===== config.mk =====
export PLATFORM = sky130hd
export DESIGN_NAME = blocky_move_draw_ctrl
export DESIGN_NICKNAME = d
export VERILOG_FILES = /design/src/rtl/blocky_pkg.sv /design/src/rtl/blocky_rect_scan.sv /design/src/rtl/blocky_move_draw_ctrl.sv
export SDC_FILE = /design/constraint.sdc
export NUM_CORES = 1
export LEC_CHECK = 0
export ABC_AREA = 1
export CORE_UTILIZATION = 60
export CTS_CLUSTER_DIAMETER = 120
export DETAILED_ROUTE_END_ITERATION = 8
export GPL_ROUTABILITY_DRIVEN = 0
export HOLD_SLACK_MARGIN = 0.08
export MAX_ROUTING_LAYER = met4
export PLACE_DENSITY = 0.89
export SLEW_MARGIN = 0
export SYNTH_ARGS = -nofsm -noshare
export SYNTH_HDL_FRONTEND = slang
export SYNTH_SLANG_ARGS = --single-unit

===== constraint.sdc =====
create_clock -name clk -period 4.1 [get_ports clk]
set_clock_uncertainty 0.05 [all_clocks]
set_input_delay 0.41 -clock clk [delete_from_list [all_inputs] [get_ports clk]]
set_output_delay 0.41 -clock clk [all_outputs]
set_load 0.05 [all_outputs]

===== src/rtl/blocky_pkg.sv =====
// Shared types and constants for the Blocky move/draw sequencer.
// Optional build macro used by the top: BLOCKY_WRAP_EN (edge wrap instead of clamp).
package blocky_pkg;

  localparam int SCR_W   = 160;
  localparam int SCR_H   = 120;
  localparam int SQ_SIZE = 4;
  localparam int STEP    = 1;
  localparam int X0      = 78;
  localparam int Y0      = 58;

  localparam logic [2:0] SQ_COLOUR = 3'b111;
  localparam logic [2:0] BG_COLOUR = 3'b000;

  typedef enum logic [2:0] {
    S_IDLE,
    S_CLEAR,
    S_DRAW,
    S_WAIT,
    S_ERASE,
    S_UPDATE
  } state_t;

  typedef enum logic [2:0] {
    DIR_NONE,
    DIR_UP,
    DIR_DOWN,
    DIR_LEFT,
    DIR_RIGHT
  } dir_t;

  // Key priority W > S > A > D.
  function automatic dir_t pick_dir(input logic w, input logic s, input logic a, input logic d);
    if (w)      return DIR_UP;
    else if (s) return DIR_DOWN;
    else if (a) return DIR_LEFT;
    else if (d) return DIR_RIGHT;
    else        return DIR_NONE;
  endfunction

endpackage


===== src/rtl/blocky_rect_scan.sv =====
// Rectangle raster scanner: x inner, y outer, one pixel per clock, shared by clear/draw/erase.
// A load while a scan is running restarts it at the new origin on the next cycle.
module blocky_rect_scan (
  input  logic       clk,
  input  logic       rst,
  input  logic       i_load,
  input  logic [7:0] i_org_x,
  input  logic [6:0] i_org_y,
  input  logic [7:0] i_width,
  input  logic [6:0] i_height,
  output logic [7:0] o_x,
  output logic [6:0] o_y,
  output logic       o_valid,
  output logic       o_last
);

  logic [7:0] r_x;
  logic [6:0] r_y;
  logic       r_valid;
  logic [7:0] r_x0;
  logic [7:0] r_x_end;
  logic [6:0] r_y_end;
  logic       w_x_end;
  logic       w_y_end;

  assign w_x_end = (r_x == r_x_end);
  assign w_y_end = (r_y == r_y_end);

  always_ff @(posedge clk or posedge rst) begin
    if (rst) begin
      r_x     <= '0;
      r_y     <= '0;
      r_valid <= 1'b0;
      r_x0    <= '0;
      r_x_end <= '0;
      r_y_end <= '0;
    end else if (i_load) begin
      r_x     <= i_org_x;
      r_y     <= i_org_y;
      r_x0    <= i_org_x;
      r_x_end <= i_org_x + i_width - 8'd1;
      r_y_end <= i_org_y + i_height - 7'd1;
      r_valid <= 1'b1;
    end else if (r_valid) begin
      if (w_x_end) begin
        r_x <= r_x0;
        if (w_y_end) r_valid <= 1'b0;
        else         r_y     <= r_y + 7'd1;
      end else begin
        r_x <= r_x + 8'd1;
      end
    end
  end

  assign o_x     = r_x;
  assign o_y     = r_y;
  assign o_valid = r_valid;
  assign o_last  = r_valid && w_x_end && w_y_end;

endmodule


===== src/rtl/blocky_move_draw_ctrl.sv =====
// Blocky sequencer: clear screen, draw square, paced erase/move/redraw, one pixel write per clock.
// Define BLOCKY_WRAP_EN to wrap the square around screen edges instead of clamping it.
module blocky_move_draw_ctrl
  import blocky_pkg::*;
(
  input  logic       clk,
  input  logic       restart,
  input  logic       start,
  input  logic       w_key,
  input  logic       s_key,
  input  logic       a_key,
  input  logic       d_key,
  input  logic       frame_tick,
  output logic [7:0] vga_x,
  output logic [6:0] vga_y,
  output logic [2:0] vga_colour,
  output logic       vga_plot,
  output logic [7:0] pos_x,
  output logic [6:0] pos_y,
  output logic       busy
);

  localparam logic [8:0] XMAX9 = 9'(SCR_W - SQ_SIZE);
  localparam logic [7:0] XMAX8 = 8'(SCR_W - SQ_SIZE);
  localparam logic [7:0] YMAX8 = 8'(SCR_H - SQ_SIZE);
  localparam logic [6:0] YMAX7 = 7'(SCR_H - SQ_SIZE);

  state_t     r_state;
  logic [7:0] r_pos_x;
  logic [6:0] r_pos_y;
  logic [7:0] r_tgt_x;
  logic [6:0] r_tgt_y;
  logic [2:0] r_colour;
  logic       r_busy;

  logic       w_load;
  logic [7:0] w_org_x;
  logic [6:0] w_org_y;
  logic [7:0] w_wid;
  logic [6:0] w_hgt;
  logic       w_scan_last;

  dir_t       w_dir;
  logic [8:0] w_dec_x;
  logic [8:0] w_inc_x;
  logic [7:0] w_dec_y;
  logic [7:0] w_inc_y;
  logic [7:0] w_tgt_x;
  logic [6:0] w_tgt_y;
  logic       w_step;

  assign w_dir   = pick_dir(w_key, s_key, a_key, d_key);
  // Widened by one bit so a borrow or overshoot is visible before the edge compare.
  assign w_dec_x = {1'b0, r_pos_x} - 9'(STEP);
  assign w_inc_x = {1'b0, r_pos_x} + 9'(STEP);
  assign w_dec_y = {1'b0, r_pos_y} - 8'(STEP);
  assign w_inc_y = {1'b0, r_pos_y} + 8'(STEP);

  always_comb begin
    w_tgt_x = r_pos_x;
    w_tgt_y = r_pos_y;
    case (w_dir)
`ifdef BLOCKY_WRAP_EN
      DIR_UP:    w_tgt_y = w_dec_y[7] ? YMAX7 : w_dec_y[6:0];
      DIR_DOWN:  w_tgt_y = (w_inc_y > YMAX8) ? 7'd0 : w_inc_y[6:0];
      DIR_LEFT:  w_tgt_x = w_dec_x[8] ? XMAX8 : w_dec_x[7:0];
      DIR_RIGHT: w_tgt_x = (w_inc_x > XMAX9) ? 8'd0 : w_inc_x[7:0];
`else
      DIR_UP:    w_tgt_y = w_dec_y[7] ? 7'd0 : w_dec_y[6:0];
      DIR_DOWN:  w_tgt_y = (w_inc_y > YMAX8) ? YMAX7 : w_inc_y[6:0];
      DIR_LEFT:  w_tgt_x = w_dec_x[8] ? 8'd0 : w_dec_x[7:0];
      DIR_RIGHT: w_tgt_x = (w_inc_x > XMAX9) ? XMAX8 : w_inc_x[7:0];
`endif
      default: ;
    endcase
  end

  assign w_step = frame_tick && (w_dir != DIR_NONE) &&
                  ((w_tgt_x != r_pos_x) || (w_tgt_y != r_pos_y));

  always_comb begin
    w_load  = 1'b0;
    w_org_x = r_pos_x;
    w_org_y = r_pos_y;
    w_wid   = 8'(SQ_SIZE);
    w_hgt   = 7'(SQ_SIZE);
    case (r_state)
      S_IDLE: begin
        w_load  = start;
        w_org_x = 8'd0;
        w_org_y = 7'd0;
        w_wid   = 8'(SCR_W);
        w_hgt   = 7'(SCR_H);
      end
      S_CLEAR:  w_load = w_scan_last;
      S_WAIT:   w_load = w_step;
      S_UPDATE: begin
        w_load  = 1'b1;
        w_org_x = r_tgt_x;
        w_org_y = r_tgt_y;
      end
      default: ;
    endcase
  end

  // The scanner's registers are the pixel outputs, so x/y/plot and colour move on the same edge.
  blocky_rect_scan u_scan (
    .clk      (clk),
    .rst      (restart),
    .i_load   (w_load),
    .i_org_x  (w_org_x),
    .i_org_y  (w_org_y),
    .i_width  (w_wid),
    .i_height (w_hgt),
    .o_x      (vga_x),
    .o_y      (vga_y),
    .o_valid  (vga_plot),
    .o_last   (w_scan_last)
  );

  always_ff @(posedge clk or posedge restart) begin
    if (restart) begin
      r_state  <= S_IDLE;
      r_pos_x  <= 8'(X0);
      r_pos_y  <= 7'(Y0);
      r_tgt_x  <= 8'(X0);
      r_tgt_y  <= 7'(Y0);
      r_colour <= 3'b000;
      r_busy   <= 1'b0;
    end else begin
      case (r_state)
        S_IDLE: if (start) begin
          r_state  <= S_CLEAR;
          r_colour <= BG_COLOUR;
          r_busy   <= 1'b1;
        end
        S_CLEAR: if (w_scan_last) begin
          r_state  <= S_DRAW;
          r_colour <= SQ_COLOUR;
        end
        S_DRAW: if (w_scan_last) begin
          r_state <= S_WAIT;
          r_busy  <= 1'b0;
        end
        S_WAIT: if (w_step) begin
          r_tgt_x  <= w_tgt_x;
          r_tgt_y  <= w_tgt_y;
          r_state  <= S_ERASE;
          r_colour <= BG_COLOUR;
          r_busy   <= 1'b1;
        end
        S_ERASE: if (w_scan_last) r_state <= S_UPDATE;
        S_UPDATE: begin
          r_pos_x  <= r_tgt_x;
          r_pos_y  <= r_tgt_y;
          r_state  <= S_DRAW;
          r_colour <= SQ_COLOUR;
        end
        default: r_state <= S_IDLE;
      endcase
    end
  end

  assign vga_colour = r_colour;
  assign pos_x      = r_pos_x;
  assign pos_y      = r_pos_y;
  assign busy       = r_busy;

endmodule


# --- Word-level counts from Yosys, hierarchy flattened ---
# Cells that the tools add are included.
word_totals:
  regBits: 76
op_classes:
  add_sub_neg: 10
  order_cmp: 2
  n_eq_ne: 19
  n_mux: 40
  n_reduce_logical: 16
op_table:
  columns: ["op", "n"]
  rows:
  - ["$mux W7", 7]
  - ["$mux W8", 6]
  - ["$mux W3", 12]
  - ["$pmux W8 S2", 2]
  - ["$pmux W7 S2", 2]
  - ["$pmux W3 S6", 1]
  - ["$eq A3 B2 Y1 const B", 4]
  - ["$pmux W3 S4", 1]
  - ["$ne A2 B2 Y1 const B", 5]
  - ["$add A8 B1 Y9 const B", 1]
  - ["$eq A3 B3 Y1 const B", 3]
  - ["$gt A9 B8 Y1 const B", 1]
  - ["$sub A8 B1 Y9 const B", 1]
  - ["$add A7 B1 Y8 const B", 1]
  - ["$add A8 B1 Y8 const B", 1]
  - ["$add A8 B8 Y8", 1]
  - ["$eq A8 B8 Y1", 1]
  - ["$gt A8 B7 Y1 const B", 1]
  - ["$ne A8 B8 Y1", 1]
  - ["$reduce_and A4 Y1", 2]
  - ["$sub A7 B1 Y8 const B", 1]
  - ["$sub A8 B1 Y8 const B", 1]
  - ["$add A7 B1 Y7 const B", 1]
  - ["$add A7 B7 Y7", 1]
  - ["17 further kinds", 29]

# --- Longest topological paths before layout ---
logic_depth:
  depth_word: 12
  ltp_mapped: 24
  depth_no_buf: 23

# --- Hierarchy ---
# From an unflattened synthesis, not the netlist that was laid out.
unflattened:
  hier_cells: 874
  area_unflattened_um2: 5929.4
by_module_without_submodules:
  columns: ["mod", "n_inst", "cells_each", "area_per_inst_um2", "seq_area_each_um2"]
  rows:
  - ["blocky_rect_scan", 1, 414, 2981.6, 975.9]
  - ["blocky_move_draw_ctrl", 1, 460, 2947.8, 895.9]

# --- Worst setup path before layout ---
# Ideal clock, no wire load.
synth_timing:
  path_kind: "flip-flop to flip-flop"
  startpoint: "register r_state[1]"
  endpoint: "register u_scan.r_x_end[6]"
  arrival_ns: 2.881
  path_slack_ns: 1.087
  path_stages_with_launch: 17
  path_buffers: 1
  cell_sequence: "dfrtp_1 > nor2_1 > inv_1 > nor2_1 > clkinv_1 > clkbuf_1 > nand2_1 > ha_1 > inv_1 > ha_1 > a21oi_1 > and2_1 > inv_1 > a21oi_1 > o21ai_0 > xnor2_1 > o21ai_0"
synth_between:
  elab_chain_len: 4
  word_cells_on_any_way: 9
  classes_between: "add/sub: 2; eq/ne: 3; mux: 3; reduce/logical: 1"
synth_lines:
  columns: ["element", "line_no", "source"]
  rows:
  - ["from (decl)", "blocky_move_draw_ctrl.sv:28", "state_t r_state;"]
  - ["from (signal assigned)", "blocky_move_draw_ctrl.sv:123", "r_state <= S_IDLE;"]
  - ["from (signal assigned)", "blocky_move_draw_ctrl.sv:133", "r_state <= S_CLEAR;"]
  - ["from (signal assigned)", "blocky_move_draw_ctrl.sv:138", "r_state <= S_DRAW;"]
  - ["$eq A3 B3 Y1 / $logic_not A3 Y1 (equally long branches)", "blocky_move_draw_ctrl.sv:87", "case (r_state)"]
  - ["$pmux W8 S2 / $mux W8 (equally long branches)", "blocky_move_draw_ctrl.sv:87", null]
  - ["$add A8 B8 Y8", "blocky_rect_scan.sv:41", "r_x_end <= i_org_x + i_width - 8'd1;"]
  - ["$sub A8 B1 Y8", "blocky_rect_scan.sv:41", null]
  - ["to (signal assigned)", "blocky_rect_scan.sv:41", null]
  - ["to (decl)", "blocky_rect_scan.sv:21", "logic [7:0] r_x_end;"]
# Several ways; a longest one is shown, not always the timed one.
# A chain may end at the register's enable or synchronous reset.

# --- Worst setup path after layout ---
layout_timing:
  startpoint: "register r_state[1]"
  endpoint: "register u_scan.r_x_end[7]"
# Same word-level chain as after synthesis.

==> impl_metrics.csv <==
group,metric,value,unit
status,status,"finished with violations",
status,violations,"DRC",
logic_synthesis,synth_top_cell_area_share,26.22,%
grt,grt_use_total,30.68,%
placed_design,port_buffers,42,
cts,h-tree-depth,3,
setup_path,crit_fanout,24,
logic_synthesis,synth_cells,786,
setup_path,path_class,"reg -> reg",
logic_synthesis,syn_area_per_cell,7.042,sq um
cts,path_clk_slew,0.09,ns
detailed_routing,wl_per_cell,14.67,um
layout,stdcell_area,6155,sq um
setup_path,crit_arrival,3.77,ns
layout,layout_common_cells,"nand2_1 (204), inv_1 (104), o21ai_0 (72), nand3_1 (70), dfrtp_1 (58)",
logic_synthesis,synth_nets,821,
timing,rsz0062_at_grt,"no",
logic_synthesis,yosysWarnings,0,
placed_design,dpl_cell_area,5959,sq um
layout,diodes,0,
cts,cts_setup_buffers,0,
logic_synthesis,synth-seq-area-share,33.82,%
cts,post_cts_resize_count,0,
floorplanning,dieHeight,98.05,um
placed_design,post-place-ws,0.5254,ns
floorplanning,fp-row-count,34,
cts,cts_hold_buf,0,
hold_path,hp-class,"in -> async",
cts,cts-root-buf,"clkbuf_8",
setup_path,r2r-start,"r_state[1]",
detailed_routing,vias,5340,
timing,setup_violations,0,
setup_path,cp-end-kind,"flop",
logic_synthesis,synth-async-reset-ratio,100.0,%
timing,setup_tns,0,ns
logic_synthesis,synth-seq-cells,74,
logic_synthesis,synth.distinct_cells,44,
detailed_routing,vias_per_cell,5.748,
pwr,p_leak,3.135,nW
timing,maxSlewViolCount,0,
floorplanning,start_util,62.86,%
detailed_routing,finalWirelength,13.63,mm
timing,max-slew-margin-rel,53.75,%
setup_path,r2r_end,"u_scan.r_x_end[7]",
timing,holdWs,0.3922,ns
run,maxCapViolations,0,
timing,hold_viol,0,
setup_path,reg2reg_slack,0.50,ns
cts,cts_tree,"done",
logic_synthesis,synth_area_leaders,"dfrtp_1 (26%), nand2_1 (14%), dfstp_2 (7.6%)",
floorplanning,coreArea,8806,sq um
grt,grt_overflow,0,
pwr,ir_drop,193.9,uV
logic_synthesis,syn_area,5535,sq um
pwr,total_power,1.368,mW
layout,synthToLayoutAreaGrowth,11.19,%
floorplanning,die_area,9614,sq um
layout,final_common_cell,"nand2_1",
logic_synthesis,synth_edf_count,0,
detailed_routing,drt_iter0_drc,369,
detailed_routing,ant_nets,0,
timing,timing.fmax,0.2778,GHz
pwr,p_per_area,222.2,nW/um^2
detailed_routing,drc_errors,2,
setup_path,start_kind,"flop",
timing,finalCriticalPeriod,3.600,ns
setup_path,ff2ff_path_depth,15,
timing,worst_pin_slew,0.6884,ns
setup_path,required,4.27,ns
timing,fin_crit_sh,87.81,%
grt,grt_pass1_wl,23.16,mm
logic_synthesis,synth_flop_cell,"dfrtp_1",
grt,grt_pass1_vias,5063,
cts,cts_sinks,74,
floorplanning,io-pin-count,43,
layout,final_nets,851,
logic_synthesis,synth_top_area_cell,"dfrtp_1",
grt,grt_max_degree,47,
timing,layout_setup_ws,0.4999,ns
cts,cts_buffer_depth,2,
detailed_routing,firstDrtPassIters,7,
floorplanning,die_x,98.05,um
cts,cts_buffers,9,
grt,antenna_found_initial,0,
cts,clock_latency,0.36,ns
layout,layout-drive-gt1-share,8.283,%
placed_design,hpwl,10.13,mm
==> registers in the layout, indices dropped and copies added, names as in the netlist, 3 cells and up <==
name / flops
u_scan.o_x: 8
u_scan.r_x_end: 8
u_scan.r_x0: 8
u_scan.o_y: 7
pos_y: 7
u_scan.r_y_end: 7
r_tgt_x: 8
pos_x: 8
r_state: 3
r_tgt_y: 7
==> final cells by class <==
type | instances | area, sq um
timing repair buffer | 48 | 465.4
clock buffer | 11 | 141.4
fill | 696 | 2651
sequential | 74 | 1872
multi-input combinational | 570 | 3063
tap | 108 | 135.1
clock inverter | 5 | 53.80
inverter | 113 | 424.2
==> routing by layer <==
layer / vias to the layer above / GRT usage [%] / wire, um
li1: 2584 / - / -
met1: 2474 / 39.91 / 5682
met2: 248 / 49.02 / 6576
met3: 34 / 3.221 / 1060
met4: 0 / 12.82 / 314
met5: - / - / 0
==> how the worst max path moves through the flow <==
stage / startpoint / end / cells past startpoint
2_1_floorplan: r_state[1] / u_scan.r_x_end[6] / 16
3_3_place_gp: w_key / r_tgt_y[1] / 18
3_5_place_dp: w_key / r_tgt_x[5] / 19
4_1_cts: r_state[1] / u_scan.r_x_end[7] / 15
5_1_grt: r_state[1] / u_scan.r_x_end[7] / 15
6_report: r_state[1] / u_scan.r_x_end[7] / 15
==> worst max-delay path, cell delays in order, from the launching register on <==
cell,delay (ns)
dfrtp_1,0.44
nor2_1,0.12
inv_1,0.08
nor2_1,0.37
inv_1,0.43
o21ai_0,0.35
nand2_1,0.12
ha_1,0.24
fa_1,0.41
nand3_1,0.12
nand2_1,0.08
nand2_1,0.10
nand2_1,0.06
a21oi_1,0.17
xor2_1,0.22
o21ai_0,0.11
==> per-stage QoR <==
stage / instances / utilization (%)
global route: 929 / 69.89
floorplan: 786 / -
finish: 929 / 69.89
CTS: 929 / 69.89
detailed placement: 913 / 67.68
global placement: 913 / 67.68
==> power breakdown <==
group          total, mW  switching (mW)  leakage (nW)  internal [mW]
logic             0.0685          0.0479          2.14         0.0205
registers          0.730               0         0.894          0.730
clock network      0.569           0.273         0.103          0.296
==> synth_stat cells (9+ instances only) <==
| cell type | count |
|---|---|
| nand2_1 | 204 |
| inv_1 | 105 |
| o21ai_0 | 72 |
| nand3_1 | 70 |
| dfrtp_1 | 58 |
| nor2_1 | 56 |
| xor2_1 | 28 |
| ha_1 | 25 |
| nand4_1 | 17 |
| a21oi_1 | 16 |
| dfstp_2 | 16 |
| xnor2_1 | 12 |
| buf_4 | 11 |
| o211ai_1 | 9 |
==> kinds of logic (layout without fill, tap and decap cells) <==
logic type	after synthesis	count (layout)	synth area share (%)
DFF	74	74	33.82
adders and majority gates	27	27	6.374
and+or+nand+nor	385	385	30.97
xor gates and xnor gates	40	40	6.329
buffers and inverters	142	177	10.85
AOI/OAI and AO/OA	118	118	11.66
Note: power is estimated with default switching activity, not from simulation.
==> RTL edit 1, RTL diff (same flow settings) <==
The option `BLOCKY_WRAP_EN` is turned on by a define.
--- a/src/rtl/blocky_move_draw_ctrl.sv
+++ b/src/rtl/blocky_move_draw_ctrl.sv
@@ -2,2 +2,4 @@
 // Define BLOCKY_WRAP_EN to wrap the square around screen edges instead of clamping it.
+`define BLOCKY_WRAP_EN
+
 module blocky_move_draw_ctrl
Function: no difference found for any inputs over 10 cycles, from zero or initial values; that may be too few to reach the edited logic, so the function may still have changed.
==> RTL edit 1 against the original RTL <==
- critical path depth increased by 2
- area after synthesis down 4.7%
- routed wire length shrank 3.0%
- synthesized cell count fell by 3.1%
- cell area down 4.0%
- count of clock-buffer cells in the layout is 1 higher
- sequential cell count stayed put
- setup slack better by 0.23 ns
- critical endpoint is now u_scan.r_y_end[6]
- largest cell class unchanged
Power is left out: it rests on default switching activity, and per cell area and clock period it moved more than threefold.
==> RTL edit 1: results (changes against the original RTL) <==
[finish]
nets=833  ; -2.1%
clkbuf_count=12  ; +1
drive_gt1_frac=0.0722  ; -0.0106
nNonClkInverters=110  ; -2.7%
nMultiInputCombCells=559  ; -1.9%
signal_buffers=44  ; -8.3%
seq_share=0.317  ; +0.0126
clock_area_frac=0.0307  ; -0.00101
fin_cells=908  ; -2.3%
final_cell_area_mm2=0.00591  ; -4.0%
buf_share=0.0737  ; -0.00194
fill_cells=665  ; -4.5%
multi_input_area_mm2=0.00288  ; -6.1%

[timing]
fin_ws_ns=0.726  ; +0.226 ns
holdWs_ns=0.421  ; +0.0291 ns
maxSlewHeadroom=0.364  ; -0.174

[yosys]
synth_commonest_cells=nand2_1, inv_1, nand3_1
synth_xor_area_frac=0.0415  ; -0.0218
yosysUniqueCellTypes=38  ; -14%
synth_adder_area_share=0.0669  ; +0.00318
postSynthCellCount=762  ; -3.1%
synth_compound_area_frac=0.0961  ; -0.0205
synthesis.nets=797  ; -2.9%
synth_area_leaders=dfrtp_1, nand2_1, dfstp_2, inv_1, nand3_1
synth_top_area_frac=0.275  ; +0.0131
yosysSeqAreaShare=0.355  ; +0.0169

[route]
wl_per_cell_um=14.6  ; -0.79%
firstDrtPassIters=5  ; -2
vias_per_cell=5.74  ; -0.12%
drt_iter0_markers=385  ; +4.3%

[run_status]
status=complete, no violations

[place]
dp_hpwl_um=9800  ; -3.2%
dp_slack_ns=0.883  ; +0.357 ns
placed_cell_area_mm2=0.00573  ; -3.9%
dpl.cell_count=892  ; -2.3%

[worst_setup_path]
critPathMaxFanout=21  ; -13%
cpPeakStageDelay_ns=0.47  ; +0.03 ns
reg2regPathDepth=17  ; +2
slowest_stage=nand2_1
critical_path_arrival_ns=3.57  ; -0.20 ns
critPathCapture=u_scan.r_y_end[6]

[global_route]
grt_max_degree=49  ; +4.3%
grt_pass1_wl_um=21900  ; -5.3%
grt_pass1_vias=4676  ; -7.6%
grt_use_total=0.322  ; +0.0151

[min_path]
min_path_type=flip-flop to flip-flop

RTL edit 1: per-layer routing:
metal | track usage | wire length, um | part of all wire | vias up
li1 | - | - | - | 2511
met1 | 0.403 | 5470 | 0.41 | 2417
met2 | 0.530 | 6430 | 0.49 | 239
met3 | 0.0553 | 963 | 0.073 | 46
met4 | 0.108 | 352 | 0.027 | 0
met5 | - | 0 | 0 | -
RTL edit 1: worst reg2reg max path, stage by stage (launching register included):
cell and delay (ns):
dfrtp_1 0.39, inv_1 0.09, nand2_1 0.17, inv_1 0.08, nand2_1 0.47, nand2_1 0.25, o22ai_1 0.22, inv_1 0.07
ha_1 0.28, inv_1 0.04, ha_1 0.35, a21oi_1 0.18, nand2_1 0.12, a21oi_1 0.14, nor2_1 0.05, nor2_1 0.11
xnor2_1 0.12, o21ai_0 0.09
==> RTL edit 2, RTL diff (config.mk and constraints unchanged) <==
Without the edit above. Re-encode `state_t` (6 states) as Gray code, 3 bits wide.
--- a/src/rtl/blocky_pkg.sv
+++ b/src/rtl/blocky_pkg.sv
@@ -15,8 +15,8 @@
   typedef enum logic [2:0] {
-    S_IDLE,
-    S_CLEAR,
-    S_DRAW,
-    S_WAIT,
-    S_ERASE,
-    S_UPDATE
+    S_IDLE   = 3'b000,
+    S_CLEAR  = 3'b001,
+    S_DRAW   = 3'b011,
+    S_WAIT   = 3'b010,
+    S_ERASE  = 3'b110,
+    S_UPDATE = 3'b111
   } state_t;
Formal check against the unedited RTL: same outputs for any inputs over 10 cycles, from zero or initial values; not proved beyond that.
==> RTL edit 2 against the original RTL <==
- setup slack improved by 0.011 ns
- final cell count decreased by 0.97%
- area after synthesis decreased by 2.8%
- largest cell class unchanged
- worst hold slack improved by 0.033 ns
- non-clock buffer count unchanged
- cell area decreased by 2.3%
- routed wire length decreased by 0.79%
- utilization decreased by 0.94 points
- sequential cell count unchanged
- first-iteration DRC count increased by 4.6%
- synthesized cell count decreased by 1.7%
Power is left out: it rests on default switching activity, and per cell area and clock period it moved more than threefold.
==> RTL edit 2: results (changes against the original RTL) <==
[run_status]
status=complete, no violations

[yosys]
yosysUniqueCellTypes=43  ; -2.3%
postSynthCellCount=773  ; -1.7%
synthesis.nets=807  ; -1.7%
synth_compound_area_frac=0.120  ; +0.00357
synth_commonest_cells=nand2_1, inv_1, nand3_1
synth_xor_area_frac=0.0602  ; -0.00307
synth_adder_area_share=0.0632  ; -0.000502
ys_warn_count=0  ; unchanged
yosysSeqAreaShare=0.348  ; +0.00967

[global_route]
grt_pass1_wl_um=22800  ; -1.6%
met1_usage=0.396  ; -0.00268
grt_use_total=0.305  ; -0.00136
grt_max_degree=51  ; +8.5%
met3_usage=0.0506  ; +0.0184
use_met2=0.477  ; -0.0135
grt_pass1_vias=5054  ; -0.18%

[route]
firstDrtPassIters=5  ; -2
vias=5368  ; +0.52%
drt_iter0_markers=386  ; +4.6%
drt_wl_total_um=13500  ; -0.79%
wl_per_cell_um=14.7  ; +0.18%

[place]
placed_cell_area_mm2=0.00584  ; -2.0%
dpl.cell_count=904  ; -0.99%
dp_slack_ns=0.548  ; +0.0231 ns
dp_hpwl_um=9910  ; -2.2%

[cts]
htreeDepth=3  ; unchanged

[finish]
nets=841  ; -1.2%
fill_cells=692  ; -0.57%
drive_gt1_frac=0.0714  ; -0.0114

[worst_setup_path]
r2r-start=r_state[2]
critPathMaxFanout=14  ; -42%
reg2regPathDepth=14  ; -1

[min_path]
min_path_type=flip-flop to flip-flop

[timing]
maxSlewHeadroom=0.337  ; -0.200

==> RTL edit 2: changes by cell type in the layout (fill, tap and decap cells not counted), moves of 5 or more <==
cell      change
a21oi_1      +12
inv_1         -7
nand2_1       +8
o211ai_1      -9
xor2_1        -5
nand3_2       -8
==> RTL edit 2: cell type report <==
class                           count  area, um^2  share of cell area
Clock buffer                       11         141              0.0235
Clock inverter                      5        30.0             0.00499
Multi-Input combinational cell    569        2980               0.495
Inverter                          105         394              0.0655
Sequential cell                    74        1870               0.311
Timing Repair Buffer               48         465              0.0774
Tap cell                          108         135              0.0225
==> RTL edit 2: worst max-delay path, stage by stage, from the launching register on <==
cell	delay, ns
dfrtp_1	0.43
inv_1	0.06
nor2_1	0.61
inv_1	0.42
a21oi_1	0.29
nand2_1	0.13
ha_1	0.26
fa_1	0.41
nand3_1	0.12
nand2_1	0.09
nand2_1	0.10
nand2_1	0.05
a21oi_1	0.19
xnor2_1	0.16
o21ai_1	0.09
==> RTL edit 2: worst max-delay path by stage <==
stage	from	end	slack, ns
3_5_place_dp	a_key	u_scan.o_y[3]	0.55
4_1_cts	r_state[1]	u_scan.r_x_end[7]	0.58
2_1_floorplan	r_state[2]	u_scan.r_x_end[7]	1.19
5_1_grt	r_state[2]	u_scan.r_y_end[6]	0.23
6_report	r_state[2]	u_scan.r_x_end[7]	0.51
3_3_place_gp	a_key	u_scan.o_y[5]	0.69
==> RTL edit 2: layer usage <==
| metal | wire [um] | vias to the layer above |
|---|---|---|
| li1 | - | 2565 |
| met5 | 0 | - |
| met3 | 1030 | 43 |
| met2 | 6280 | 281 |
| met1 | 5840 | 2479 |
| met4 | 374 | 0 |
==> RTL edit 2: cell families after synthesis <==
| family | Yosys count |
|---|---|
| AOI/OAI and AO/OA | 121 |
| DFF | 74 |
| buffers and inverters | 130 |
| and+or+nand+nor | 385 |
| xor gates and xnor gates | 37 |
| adders and majority gates | 26 |
==> RTL edit 2: stage by stage <==
stage / hold WS (ns) / util
after global routing: 0.451 / 0.690
after floorplan: 0.387 / -
final: 0.425 / 0.690
after global placement: 0.399 / 0.670
after detailed placement: 0.410 / 0.670
after CTS: 0.428 / 0.690
